`src/rtl/peripheral_spram_arbiter_pkg.sv`:
```
// Shared types and constants for the two-port single-port-RAM arbiter.
// Port identifiers, idle pin levels and the byte-enable to write-enable mapping.
package peripheral_spram_pkg;

    typedef enum logic {
        PORT_A = 1'b0,
        PORT_B = 1'b1
    } port_id_e;

    localparam logic       RAM_CEN_OFF = 1'b1;
    localparam logic [1:0] RAM_WEN_OFF = 2'b11;

    // Requesters use active-high byte strobes; the macro wants active-low lanes.
    function automatic logic [1:0] be_to_wen(input logic [1:0] be);
        return ~be;
    endfunction

endpackage

```
`src/rtl/peripheral_spram_arbiter_if.sv`:
```
// Requester-side bus of the SPRAM arbiter: request/grant plus read-return strobe.
// "master" is the requester's view; "slave" is the arbiter's view.
interface peripheral_spram_arbiter_if #(
    parameter int AW = 6,
    parameter int DW = 16
);
    logic          req;
    logic [1:0]    be;
    logic [AW-1:0] addr;
    logic [DW-1:0] wdata;
    logic          gnt;
    logic          rvalid;
    logic [DW-1:0] rdata;

    modport master (output req, be, addr, wdata, input gnt, rvalid, rdata);
    modport slave  (input req, be, addr, wdata, output gnt, rvalid, rdata);
endinterface

```
`src/rtl/peripheral_spram_arbiter_core.sv`:
```
// Grant decision for two requesters: round-robin, or fixed priority to A
// with a starvation guard that forces a B grant after STARVE_LIMIT denials.
module peripheral_spram_arb_core
    import peripheral_spram_pkg::*;
#(
    parameter int PRIO_MODE    = 0,
    parameter int STARVE_LIMIT = 4
) (
    input  logic clk,
    input  logic rst_n,
    input  logic a_req,
    input  logic b_req,
    output logic a_gnt,
    output logic b_gnt
);
    localparam int            SW         = $clog2(STARVE_LIMIT + 1);
    localparam logic [SW-1:0] STARVE_MAX = SW'(STARVE_LIMIT);

    port_id_e      last_winner;
    logic [SW-1:0] starve_cnt;
    logic          b_wins_tie;

    // NOTE: every always_comb output gets a value on every path, so no latch is inferred.
    always_comb begin
        b_wins_tie = (PRIO_MODE == 0) ? (last_winner == PORT_A)
                                      : (starve_cnt == STARVE_MAX);
        a_gnt = a_req && !(b_req && b_wins_tie);
        b_gnt = b_req && !(a_req && !b_wins_tie);
    end

    // NOTE: state registers use non-blocking assignments so every flop samples pre-edge values.
    always_ff @(posedge clk or negedge rst_n) begin
        if (!rst_n) begin
            last_winner <= PORT_B;
            starve_cnt  <= '0;
        end else begin
            if (a_gnt) begin
                last_winner <= PORT_A;
            end else if (b_gnt) begin
                last_winner <= PORT_B;
            end

            if (PRIO_MODE == 0 || !b_req || b_gnt) begin
                starve_cnt <= '0;
            end else if (starve_cnt != STARVE_MAX) begin
                starve_cnt <= starve_cnt + 1'b1;
            end
        end
    end

endmodule

```
`src/rtl/peripheral_spram_arbiter.sv`:
```
// Two-port arbiter in front of a single-port synchronous RAM (1-cycle read latency).
// Drives the RAM pins from the winner and returns read data to the owning port.
module peripheral_spram_arbiter
    import peripheral_spram_pkg::*;
#(
    parameter int AW           = 6,
    parameter int DW           = 16,
    parameter int PRIO_MODE    = 0,
    parameter int STARVE_LIMIT = 4
) (
    input  logic                      soc_ram_clk,
    input  logic                      soc_ram_rst_n,
    peripheral_spram_arbiter_if.slave a,
    peripheral_spram_arbiter_if.slave b,
    output logic [AW-1:0]             soc_ram_addr,
    output logic [DW-1:0]             soc_ram_din,
    output logic                      soc_ram_cen,
    output logic [1:0]                soc_ram_wen,
    input  logic [DW-1:0]             soc_ram_dout
);
    logic     a_gnt, b_gnt;
    logic     a_rvalid, b_rvalid;
    logic [1:0] win_be;
    logic     rd_pend;
    port_id_e rd_owner;

    peripheral_spram_arb_core #(
        .PRIO_MODE    (PRIO_MODE),
        .STARVE_LIMIT (STARVE_LIMIT)
    ) u_core (
        .clk   (soc_ram_clk),
        .rst_n (soc_ram_rst_n),
        .a_req (a.req),
        .b_req (b.req),
        .a_gnt (a_gnt),
        .b_gnt (b_gnt)
    );

    assign a.gnt = a_gnt;
    assign b.gnt = b_gnt;

    always_comb begin
        soc_ram_cen  = RAM_CEN_OFF;
        soc_ram_wen  = RAM_WEN_OFF;
        soc_ram_addr = '0;
        soc_ram_din  = '0;
        win_be       = 2'b00;
        if (a_gnt) begin
            soc_ram_cen  = 1'b0;
            soc_ram_addr = a.addr;
            soc_ram_din  = a.wdata;
            win_be       = a.be;
            soc_ram_wen  = be_to_wen(a.be);
        end else if (b_gnt) begin
            soc_ram_cen  = 1'b0;
            soc_ram_addr = b.addr;
            soc_ram_din  = b.wdata;
            win_be       = b.be;
            soc_ram_wen  = be_to_wen(b.be);
        end
    end

    // Remember who issued a read so the RAM's next-cycle dout is steered back to it.
    always_ff @(posedge soc_ram_clk or negedge soc_ram_rst_n) begin
        if (!soc_ram_rst_n) begin
            rd_pend  <= 1'b0;
            rd_owner <= PORT_A;
        end else begin
            rd_pend  <= (a_gnt || b_gnt) && (win_be == 2'b00);
            rd_owner <= b_gnt ? PORT_B : PORT_A;
        end
    end

    always_comb begin
        a_rvalid = rd_pend && (rd_owner == PORT_A);
        b_rvalid = rd_pend && (rd_owner == PORT_B);
    end

    assign a.rvalid = a_rvalid;
    assign b.rvalid = b_rvalid;
    assign a.rdata  = a_rvalid ? soc_ram_dout : '0;
    assign b.rdata  = b_rvalid ? soc_ram_dout : '0;

endmodule
```
`src/flat_wrapper.sv`:
```
// flat-port wrapper written by rule: the top's interface ports become plain ports
module peripheral_spram_arbiter_flat import peripheral_spram_pkg::*;
#(
    parameter int AW           = 6,
    parameter int DW           = 16,
    parameter int PRIO_MODE    = 0,
    parameter int STARVE_LIMIT = 4
)
  (soc_ram_clk, soc_ram_rst_n, soc_ram_addr, soc_ram_din, soc_ram_cen, soc_ram_wen, soc_ram_dout, a_req, a_be, a_addr, a_wdata, a_gnt, a_rvalid, a_rdata, b_req, b_be, b_addr, b_wdata, b_gnt, b_rvalid, b_rdata);
  peripheral_spram_arbiter_if #(.AW(AW), .DW(DW)) a_i ();
  peripheral_spram_arbiter_if #(.AW(AW), .DW(DW)) b_i ();
  input  logic soc_ram_clk;
  input  logic soc_ram_rst_n;
  output logic [AW-1:0] soc_ram_addr;
  output logic [DW-1:0] soc_ram_din;
  output logic soc_ram_cen;
  output logic [1:0] soc_ram_wen;
  input  logic [DW-1:0] soc_ram_dout;
  input wire logic [$bits(a_i.req)-1:0] a_req;
  input wire logic [$bits(a_i.be)-1:0] a_be;
  input wire logic [$bits(a_i.addr)-1:0] a_addr;
  input wire logic [$bits(a_i.wdata)-1:0] a_wdata;
  output wire logic [$bits(a_i.gnt)-1:0] a_gnt;
  output wire logic [$bits(a_i.rvalid)-1:0] a_rvalid;
  output wire logic [$bits(a_i.rdata)-1:0] a_rdata;
  input wire logic [$bits(b_i.req)-1:0] b_req;
  input wire logic [$bits(b_i.be)-1:0] b_be;
  input wire logic [$bits(b_i.addr)-1:0] b_addr;
  input wire logic [$bits(b_i.wdata)-1:0] b_wdata;
  output wire logic [$bits(b_i.gnt)-1:0] b_gnt;
  output wire logic [$bits(b_i.rvalid)-1:0] b_rvalid;
  output wire logic [$bits(b_i.rdata)-1:0] b_rdata;
  assign a_i.req = a_req;
  assign a_i.be = a_be;
  assign a_i.addr = a_addr;
  assign a_i.wdata = a_wdata;
  assign a_gnt = a_i.gnt;
  assign a_rvalid = a_i.rvalid;
  assign a_rdata = a_i.rdata;
  assign b_i.req = b_req;
  assign b_i.be = b_be;
  assign b_i.addr = b_addr;
  assign b_i.wdata = b_wdata;
  assign b_gnt = b_i.gnt;
  assign b_rvalid = b_i.rvalid;
  assign b_rdata = b_i.rdata;
  peripheral_spram_arbiter #(.AW(AW), .DW(DW), .PRIO_MODE(PRIO_MODE), .STARVE_LIMIT(STARVE_LIMIT)) u_core (.soc_ram_clk(soc_ram_clk), .soc_ram_rst_n(soc_ram_rst_n), .a(a_i), .b(b_i), .soc_ram_addr(soc_ram_addr), .soc_ram_din(soc_ram_din), .soc_ram_cen(soc_ram_cen), .soc_ram_wen(soc_ram_wen), .soc_ram_dout(soc_ram_dout));
endmodule
```
`config.mk`:
```
export PLATFORM = sky130hd
export DESIGN_NAME = peripheral_spram_arbiter_flat
export DESIGN_NICKNAME = d
export VERILOG_FILES = /design/src/rtl/peripheral_spram_arbiter_pkg.sv /design/src/rtl/peripheral_spram_arbiter_if.sv /design/src/rtl/peripheral_spram_arbiter_core.sv /design/src/rtl/peripheral_spram_arbiter.sv /design/src/flat_wrapper.sv
export SDC_FILE = /design/constraint.sdc
export NUM_CORES = 1
export LEC_CHECK = 0
export BUFFER_PORTS_ARGS = -buffer_cell sky130_fd_sc_hd__buf_2
export CAP_MARGIN = 20
export CORE_MARGIN = 4
export CORE_UTILIZATION = 27
export CTS_BUF_LIST = sky130_fd_sc_hd__clkbuf_4 sky130_fd_sc_hd__clkbuf_8
export CTS_CLUSTER_DIAMETER = 100
export CTS_CLUSTER_SIZE = 30
export DETAILED_ROUTE_END_ITERATION = 10
export PLACE_DENSITY = 0.87
export SETUP_SLACK_MARGIN = 0.1
export SLEW_MARGIN = 20
export SYNTH_ARGS = -nofsm -noshare
export SYNTH_HDL_FRONTEND = slang
export SYNTH_HIERARCHICAL = 1
export SYNTH_SLANG_ARGS = --single-unit
```
`constraint.sdc`:
```
create_clock -name soc_ram_clk -period 3.2 [get_ports soc_ram_clk]
set_input_delay 0.48 -clock soc_ram_clk [delete_from_list [all_inputs] [get_ports soc_ram_clk]]
set_output_delay 0.48 -clock soc_ram_clk [all_outputs]
set_load 0.01 [all_outputs]
```
==> results of run 1 <==
## cell families (layout without fill, tap and decap cells)
| group | Yosys count | count (layout) | share of synthesized area [%] |
|---|---|---|---|
| AOI/OAI and AO/OA | 28 | 28 | 36.11 |
| and+or+nand+nor | 41 | 41 | 39.81 |
| buffers and inverters | 10 | 135 | 12.23 |
| DFF | 3 | 3 | 11.85 |
## placed cells by master, fill, tap and decap left out
master and n:
dfrtp_1 2, buf_4 2, nor2b_4 2, clkbuf_4 4
buf_2 128, a21oi_1 1, a22o_1 22, o21ai_0 1
a22oi_1 2, nor2_1 4, nand2_1 2, and3_1 16
dfstp_2 1, a21boi_0 1, a21boi_2 1, inv_1 1
and2_1 17
## worst max-delay path, stage by stage (launching register included)
cell and delay [ns]:
dfstp_2 0.55, inv_1 0.05, a21boi_2 0.13, buf_4 0.30, nor2b_4 0.17, a22o_1 0.22, buf_2 0.14
## state kept, by name, summed over array words and instances, names as in the netlist
signal	count
u_core/rd_pend	1
u_core/rd_owner	1
u_core/u_core/last_winner	1
## final timing paths
| path | slack [ns] | depth (start not counted) | from | end |
|---|---|---|---|---|
| setup / recovery | 0.93 | 6 | u_core/u_core/last_winner | soc_ram_addr[3] |
| hold / removal | 0.03 | 1 | soc_ram_rst_n | u_core/rd_pend |
| setup reg to reg | 1.65 | 5 | u_core/u_core/last_winner | u_core/rd_pend |
| hold reg to reg | 0.52 | 2 | u_core/u_core/last_winner | u_core/u_core/last_winner |
| max in group asynchronous | 2.97 | 1 | soc_ram_rst_n | u_core/u_core/last_winner |
| min in group soc_ram_clk | 0.43 | 2 | a_req | u_core/u_core/last_winner |
## power by group
| group | total [W] | internal (W) | switching (W) |
|---|---|---|---|
| clock network | 0.0000747 | 0.0000552 | 0.0000195 |
| logic | 0.000186 | 0.0000943 | 0.0000916 |
| registers | 0.0000528 | 0.0000434 | 0.00000942 |
| total | 0.000313 | 0.000193 | 0.000121 |
## layer usage
metal / track usage (%) / vias to the layer above
met5: 0 / -
met1: 17.66 / 485
li1: - / 553
met2: 35.15 / 90
met3: 7.816 / 12
met4: 9.934 / 0
## final cells by class
cell class              count  area [um2]  share of cell area (%)
repair buffers            130       655.6                   50.68
multi-input cells          69       493.0                   38.10
flip-flops and latches      3       76.32                   5.899
well taps                  28       35.03                   2.708
clock buffers               4       30.03                   2.321
inverters                   1       3.754                  0.2901
## stage by stage
stage | utilization [%] | setup WS, ns | area, um2 | total power, W | hold slack [ns]
detailed placement | 56.58 | 0.9410 | 1264 | 0.0002402 | 0.2751
finish | 57.93 | 0.9255 | 1294 | 0.0003133 | 0.03119
global placement | 56.58 | 0.9788 | 1264 | 0.0002377 | 0.2755
global route | 57.93 | 0.7694 | 1294 | 0.0003427 | 0.01678
floorplan | - | 1.086 | 644.4 | 0.0001495 | 0.1844
CTS | 57.93 | 0.9202 | 1294 | 0.0003183 | 0.02356
==> impl_metrics.tcl, run 1 <==
set metrics [dict create \
    status "finished clean" \
    dr.pass1.iters 4 \
    maxSlewHeadroom_pct 66.02 \
    wl_met2_mm 1.646 \
    syn_nets 150 \
    synth-seq-area-share_pct 11.84 \
    synth.distinct_cells 18 \
    clock_latency_ns 0.23 \
    cts_sinks 3 \
    cp.arrival_ns 1.79 \
    ir_worst_vdd_v 0.0001681 \
    place.gp.congestion 0.7821 \
    highest_layer "met4" \
    avgSynthCellArea_um2 7.858 \
    finalHoldViolCount 0 \
    synth_edf_count 0 \
    htreeDepth 1 \
    start_kind "flip-flop" \
    synth_top_cell_area_share_pct 29.90 \
    grt_overflow 0 \
    n_antenna_cell 0 \
    cts_tree "yes" \
    grt_usage_pct 19.06 \
    clkTransAtPathRegs_ns 0.04 \
    die-height_um 56.85 \
    crit_path_end_kind "output pin" \
    holdBufCountCts 0 \
    powerDensity_nw_per_um2 242.2 \
    synth_commonest_cells "22 x a22o_1, 17 x and2_1, 16 x and3_1" \
    fin_nets 276 \
    total_leakage_power_nw 0.9013 \
    netlist_area_um2 644.4 \
    fmax_mhz 439.7 \
    wl_per_cell_um 14.09 \
    netlist_top_cells_area "a22o_1 30%, and2_1 17%, and3_1 16%" \
    worst_ep_required_time_ns 2.72 \
    clock_path_buffers 2 \
    grt_max_degree 30 \
    drtIter0Drc 33 \
    antenna_left 0 \
    hold_class "in2async" \
    cts_root_buf "clkbuf_4" \
    cp_max_fo 29 \
    drv_slew 0 \
    drt-met1-wl_mm 1.032 \
    drv_cap 0 \
    fp.dieW_um 56.85 \
    grt_pass1_wl_mm 4.933 \
    tightest_slew_ns 0.5086 \
    cts-resized-gates 0 \
    post_cts_buffers 0 \
    post_route_cells_drive_above_1_share_pct 66.67 \
    first_global_vias 1119 \
    synth.ff_latch_count 3 \
    dieArea_um2 3232 \
    period_minus_slack_ns 2.274 \
    dr_total_vias 1140 \
    stdcell_count 235 \
    viasPerCell 4.851 \
    fin_setup_tns_ns 0 \
    n_fill_cell 229 \
    numCtsBuffers 3 \
    path_class "reg2out" \
    rsz0062_at_grt "no" \
    routed_wl_mm 3.311 \
    synth_top_area_cell "a22o_1" \
    setup_viol 0 \
    port_buffers 128 \
    drc 0 \
    antenna_found_initial 0 \
    synth-async-reset-ratio_pct 100.0 \
    start_util_pct 28.85 \
    yosys_warnings 6 \
    syn_inst 82 \
    finalCritPeriodShare_pct 71.08 \
    io_pins 129 \
    dp_cells 231 \
    syn_to_final_growth_pct 100.8 \
    met3_length_um 526 \
    synth_flop_cell "dfrtp_1" \
    core.rowCount 17 \
    core-area_um2 2233 \
    skew_ns 0.002744 \
    synth.most_common_cell "a22o_1" \
]
Power figures use the tool's default switching activity.
==> run 2: changes to the inputs <==
--- a/config.mk
+++ b/config.mk
@@ -5,15 +5,16 @@
 export SDC_FILE = /design/constraint.sdc
 export NUM_CORES = 1
 export LEC_CHECK = 0
+export ABC_AREA = 1
 export BUFFER_PORTS_ARGS = -buffer_cell sky130_fd_sc_hd__buf_2
 export CAP_MARGIN = 20
 export CORE_MARGIN = 4
-export CORE_UTILIZATION = 27
+export CORE_UTILIZATION = 26
 export CTS_BUF_LIST = sky130_fd_sc_hd__clkbuf_4 sky130_fd_sc_hd__clkbuf_8
 export CTS_CLUSTER_DIAMETER = 100
 export CTS_CLUSTER_SIZE = 30
 export DETAILED_ROUTE_END_ITERATION = 10
-export PLACE_DENSITY = 0.87
+export PLACE_DENSITY = 0.79
 export SETUP_SLACK_MARGIN = 0.1
 export SLEW_MARGIN = 20
 export SYNTH_ARGS = -nofsm -noshare
==> constraint.sdc (replaced) <==
create_clock -name soc_ram_clk -period 1.88 [get_ports soc_ram_clk]
set_input_delay 0.282 -clock soc_ram_clk [delete_from_list [all_inputs] [get_ports soc_ram_clk]]
set_output_delay 0.282 -clock soc_ram_clk [all_outputs]
set_load 0.01 [all_outputs]
==> impl_metrics.tcl, run 2 <==
set metrics [dict create \
    wl_per_cell_um 9.601 \
    dr.pass1.iters 4 \
    finalHoldViolCount 0 \
    die-height_um 62.84 \
    path_class "reg2out" \
    grt_pass1_wl_mm 5.030 \
    cts_root_buf "clkbuf_4" \
    syn_inst 153 \
    reg2reg_depth 6 \
    synth_top_cell_area_share_pct 31.68 \
    grt_overflow 0 \
    io_pins 129 \
    skew_ns 0.002454 \
    synth-async-reset-ratio_pct 100.0 \
    core.rowCount 19 \
    period_minus_slack_ns 1.720 \
    synth.most_common_cell "nand2_1" \
    min-delay-start "b_req" \
    synth.distinct_cells 17 \
    total_leakage_power_nw 1.122 \
    clkTransAtPathRegs_ns 0.03 \
    powerDensity_nw_per_um2 448.5 \
    dr_total_vias 1329 \
    status "finished clean" \
    yosys_warnings 6 \
    fin_nets 356 \
    synth_top_area_cell "nand2_1" \
    start_util_pct 27.88 \
    syn_to_final_growth_pct 97.28 \
    grt_max_degree 23 \
    synth-seq-area-share_pct 9.760 \
    fmax_mhz 581.6 \
    first_global_vias 1239 \
    dieArea_um2 3949 \
    hold_class "in2reg" \
    cp.arrival_ns 1.44 \
    grt_usage_pct 15.16 \
    synth_edf_count 0 \
    tightest_slew_ns 0.3772 \
    final_cell_mix "127 x buf_2, 64 x nand2_1, 23 x inv_1, 23 x nor2_1, 12 x nand2_2" \
    placed_area_um2 1414 \
    post_route_cells_drive_above_1_share_pct 59.23 \
    n_antenna_cell 0 \
    cts_sinks 3 \
    synth.ff_latch_count 3 \
    setup_viol 0 \
    clock_latency_ns 0.23 \
    cts_tree "yes" \
    min_path_cells 3 \
    antenna_left 0 \
    place.gp.congestion 0.6995 \
    numCtsBuffers 3 \
    maxSlewHeadroom_pct 74.82 \
    antenna_found_initial 0 \
    drv_cap 0 \
    htreeDepth 1 \
    worst_ep_required_time_ns 1.60 \
    avgSynthCellArea_um2 5.111 \
    routed_wl_mm 3.053 \
    synth_commonest_cells "66 x nand2_1, 23 x inv_1, 23 x nor2_1" \
    clock_path_buffers 2 \
    netlist_area_um2 782.0 \
    drc 0 \
    timing.rr.start "u_core/u_core/last_winner" \
    whs_endpoint "u_core/u_core/last_winner" \
    rsz0062_at_grt "yes" \
    fin_setup_tns_ns 0 \
    n_fill_cell 284 \
    ir_worst_vdd_v 0.0002280 \
    final_area_um2 1543 \
    final_common_cell "buf_2" \
    port_buffers 128 \
    syn_nets 221 \
    cp_max_fo 4 \
    r2r_slack_ns 0.73 \
    drv_slew 0 \
    crit_path_end_kind "output pin" \
    fp.dieW_um 62.84 \
    drtIter0Drc 21 \
    start_kind "flip-flop" \
    netlist_top_cells_area "nand2_1 32%, inv_1 11%, nor2_1 11%" \
    synth_flop_cell "dfrtp_1" \
    finalCritPeriodShare_pct 91.46 \
    post-dp-hpwl_mm 2.653 \
    core-area_um2 2805 \
    largestRegisters "u_core/rd_owner: 1 flops, u_core/rd_pend: 1 flops, u_core/u_core/last_winner: 1 flops" \
    timing.rr.end "u_core/rd_pend" \
    viasPerCell 4.179 \
]
## run 2: changes by cell type after synthesis, sizes merged
cell,delta
nand2,+75
and2,-16
a21boi,-2
clkbuf,-2
nor2b,-2
nor2,+31
and3,-16
inv,+25
a22oi,-2
a22o,-22
nand3,+2
## run 2: final cells by class
| class | instances | area [um2] | area share, % |
|---|---|---|---|
| Tap cell | 31 | 38.79 | 2.514 |
| Clock buffer | 4 | 30.03 | 1.946 |
| Timing Repair Buffer | 136 | 742.0 | 48.09 |
| Inverter | 26 | 97.59 | 6.326 |
| Multi-Input combinational cell | 118 | 558.0 | 36.17 |
| Sequential cell | 3 | 76.32 | 4.947 |
## run 2: logic make-up (layout without fill, tap and decap cells)
logic type             Yosys count  after routing  share of synthesized area, %
AND/OR/NAND/NOR                115            116                         66.88
AO/OA/AOI/OAI                    2              2                         1.279
buffers and inverters           33            166                         22.08
flip-flops                       3              3                         9.761
## run 2: timing repair
item | CTS | global route
cloned | 1 | 0
endpoints found under the hold margin | 2 | 0
hold buffers | 1 | 0
pin swaps | 2 | 2
setup buffers | 4 | 1
endpoints found under the setup margin | 25 | 24
gates resized for setup | 2 | 6
## run 2: worst max-delay path: stages (launching register included)
cell and delay (ns):
dfstp_2 0.56, a21oi_2 0.07, inv_2 0.14, nor2_4 0.07, buf_4 0.15, nand2_1 0.05, nand2_1 0.04, buf_2 0.13
## run 2: how the worst max path moves through the flow
stage | startpoint | to | slack [ns]
after floorplan | u_core/u_core/last_winner | soc_ram_din[10] | 0.34
after global placement | a_req | soc_ram_din[7] | 0.17
after detailed placement | a_req | soc_ram_din[7] | 0.16
after CTS | u_core/u_core/last_winner | soc_ram_din[7] | 0.11
after global routing | u_core/u_core/last_winner | soc_ram_din[9] | 0.07
final | u_core/u_core/last_winner | soc_ram_addr[5] | 0.16
## run 2: per-stage QoR
step                power [W]  hold slack, ns  utilization [%]  cells  setup slack (ns)
floorplan           0.0003480        -0.01359                -    153            0.3373
global placement    0.0005299         0.07723            50.40    307            0.1694
detailed placement  0.0005327         0.08095            50.40    307            0.1552
CTS                 0.0006860          0.2528            53.57    317            0.1062
global route        0.0007679          0.2870            55.00    318           0.07291
finish              0.0006919          0.2648            55.00    318            0.1605
## run 2: metal layers
layer	share of wire (%)	wire, um	GRT usage [%]	vias to the layer above
met2	50	1534	29.16	90
met4	0	0	4.132	0
met3	14	437	5.396	0
met1	35	1082	15.16	539
met5	0	0	0	-
li1	-	-	-	700
## run 2: report_power, final
part           switching (W)  internal, W
Sequential        0.00000943    0.0000761
Clock              0.0000296    0.0000936
Combinational       0.000264     0.000219
Total               0.000303     0.000388
==> run 3: changes to the inputs <==
--- a/config.mk
+++ b/config.mk
@@ -9,7 +9,7 @@
 export BUFFER_PORTS_ARGS = -buffer_cell sky130_fd_sc_hd__buf_2
 export CAP_MARGIN = 20
 export CORE_MARGIN = 4
-export CORE_UTILIZATION = 26
+export CORE_UTILIZATION = 24
 export CTS_BUF_LIST = sky130_fd_sc_hd__clkbuf_4 sky130_fd_sc_hd__clkbuf_8
 export CTS_CLUSTER_DIAMETER = 100
 export CTS_CLUSTER_SIZE = 30
@@ -19,5 +19,4 @@
 export SLEW_MARGIN = 20
 export SYNTH_ARGS = -nofsm -noshare
 export SYNTH_HDL_FRONTEND = slang
-export SYNTH_HIERARCHICAL = 1
 export SYNTH_SLANG_ARGS = --single-unit
==> impl_metrics.tcl, run 3 <==
set metrics [dict create \
    cpMaxStageDelayCell "dfstp_2" \
    start_util_pct 24.94 \
    core-area_um2 2734 \
    dpl_worst_slack_ns 0.3566 \
    critical_path.cell_chain "nand2_2 > o21ai_2 > nand2_1 > nand2_1 > buf_2" \
    power.total_w 0.0005985 \
    fp.dieW_um 61.31 \
    syn_to_final_growth_pct 98.72 \
    start_kind "flip-flop" \
    dieArea_um2 3758 \
    dr_total_vias 1273 \
    final_cell_mix "128 x buf_2, 70 x nand2_1, 34 x nor2_1" \
    fin_ws_ns 0.1979 \
    post_route_cells_drive_above_1_share_pct 50.00 \
    hold_class "in2reg" \
    avgSynthCellArea_um2 4.607 \
    n_fill_cell 306 \
    drv_slew 0 \
    first_global_vias 966 \
    antenna_left 0 \
    port_buffers 128 \
    synth_flop_cell "dfrtp_1" \
    htreeDepth 1 \
    core.rowCount 19 \
    fmax_mhz 594.5 \
    synth_commonest_cells "70 x nand2_1, 34 x nor2_1, 23 x inv_1" \
    crit_cells 5 \
    synth-seq-area-share_pct 11.19 \
    synth_top_area_cell "nand2_1" \
    max_stage_delay_ns 0.53 \
    ir_worst_vdd_v 0.0002327 \
    io_pins 129 \
    cts_sinks 3 \
    endpoint "soc_ram_din[5]" \
    yosys_warnings 0 \
    synth.distinct_cells 14 \
    clkTransAtPathRegs_ns 0.04 \
    place.gp.congestion 0.6451 \
    dr.pass1.iters 3 \
    period_minus_slack_ns 1.682 \
    syn_nets 216 \
    grt_overflow 0 \
    n_antenna_cell 0 \
    status "finished clean" \
    largestRegisters "u_core.rd_owner: 1 flops, u_core.rd_pend: 1 flops, u_core.u_core.last_winner: 1 flops" \
    netlist_area_um2 681.9 \
    fin_setup_tns_ns 0 \
    synth_top_cell_area_share_pct 38.53 \
    clock_latency_ns 0.23 \
    worst_ep_required_time_ns 1.60 \
    numCtsBuffers 3 \
    synth.most_common_cell "nand2_1" \
    r2r_slack_ns 0.86 \
    die-height_um 61.31 \
    timing.rr.start "u_core.u_core.last_winner" \
    worst_path_most_repeated_cell "nand2_1" \
    startpoint "u_core.u_core.last_winner" \
    critical_path_buf_inv_count 1 \
    syn_inst 148 \
    drtIter0Drc 34 \
    synth_edf_count 0 \
    skew_ns 0.002189 \
    crit_path_end_kind "output pin" \
    synth-async-reset-ratio_pct 100.0 \
    cts_root_buf "clkbuf_4" \
    grt_max_degree 25 \
    finalHoldViolCount 0 \
    post_cts_buffers 0 \
    drv_cap 0 \
    netlist_top_cells_area "nand2_1 39%, nor2_1 19%, inv_1 13%" \
    grt_pass1_wl_mm 3.650 \
    final_area_um2 1355 \
    tightest_slew_ns 0.5191 \
    synth.ff_latch_count 3 \
    cp.arrival_ns 1.40 \
    timing.rr.end "u_core.rd_owner" \
    routed_wl_mm 3.033 \
    placed_area_um2 1304 \
    antenna_found_initial 0 \
    drc 0 \
    finalCritPeriodShare_pct 89.48 \
    post-dp-hpwl_mm 2.521 \
    cp_max_fo 11 \
    cts_tree "yes" \
    rsz0062_at_grt "no" \
    clock_path_buffers 2 \
    viasPerCell 4.147 \
    final_common_cell "buf_2" \
    hold_ws_ns 0.2815 \
    setup_viol 0 \
    powerDensity_nw_per_um2 441.7 \
    maxSlewHeadroom_pct 65.31 \
    total_leakage_power_nw 1.050 \
    crit_family "flip-flops" \
    reg2reg_depth 3 \
    fin_nets 345 \
    wl_per_cell_um 9.879 \
    path_class "reg2out" \
    grt_usage_pct 12.74 \
]
==> run 3: logic make-up after synthesis <==
kind of cell,share of synthesized area (%)
and+or+nand+nor,63.49
buffers and inverters,22.20
DFF,11.19
AOI/OAI and AO/OA,3.119
==> run 3: report_power, final <==
part	total [W]	internal [W]	switching (W)
clock	0.000128	0.0000940	0.0000341
combinational	0.000391	0.000167	0.000224
sequential	0.0000799	0.0000753	0.00000461
==> run 3: metal layers <==
metal / track usage (%) / up-vias / wire length [um]
met5: 0 / - / 0
li1: - / 680 / -
met1: 14.12 / 502 / 1073
met2: 23.41 / 87 / 1470
met4: 5.573 / 0 / 31
met3: 2.306 / 4 / 458
==> run 3: area by class of cell <==
class	count	area (um2)	share of cell area [%]
Clock buffer	4	30.03	2.216
Inverter	25	96.34	7.110
Multi-Input combinational cell	115	462.9	34.16
Sequential cell	3	76.32	5.633
Tap cell	31	38.79	2.862
Timing Repair Buffer	129	650.6	48.01
==> run 3: worst reg2reg max path, delay by kind of cell (launching register included) <==
| kind | cells | cell delay, ns |
|---|---|---|
| flops | 1 | 0.53 |
| simple gates | 2 | 0.24 |
| buf+inv | 1 | 0.11 |
==> run 3: worst min-delay path by stage <==
stage             startpoint                   endpoint  cells past startpoint
6_report               a_req  u_core.u_core.last_winner                      2
5_1_grt                a_req  u_core.u_core.last_winner                      2
4_1_cts                a_req  u_core.u_core.last_winner                      2
3_5_place_dp   soc_ram_rst_n             u_core.rd_pend                      1
3_3_place_gp   soc_ram_rst_n            u_core.rd_owner                      1
2_1_floorplan  soc_ram_rst_n            u_core.rd_owner                      0
==> run 3: stage by stage <==
step / utilization [%] / instances
floorplan: - / 148
global placement: 47.69 / 301
detailed placement: 47.69 / 301
CTS: 49.15 / 306
global route: 49.57 / 307
finish: 49.57 / 307
==> run 3: repair_timing <==
item | in CTS | in global routing
endpoints found under the setup margin | 0 | 9
hold buffers | 1 | 0
gates resized for setup | 0 | 2
endpoints found under the hold margin | 2 | 0
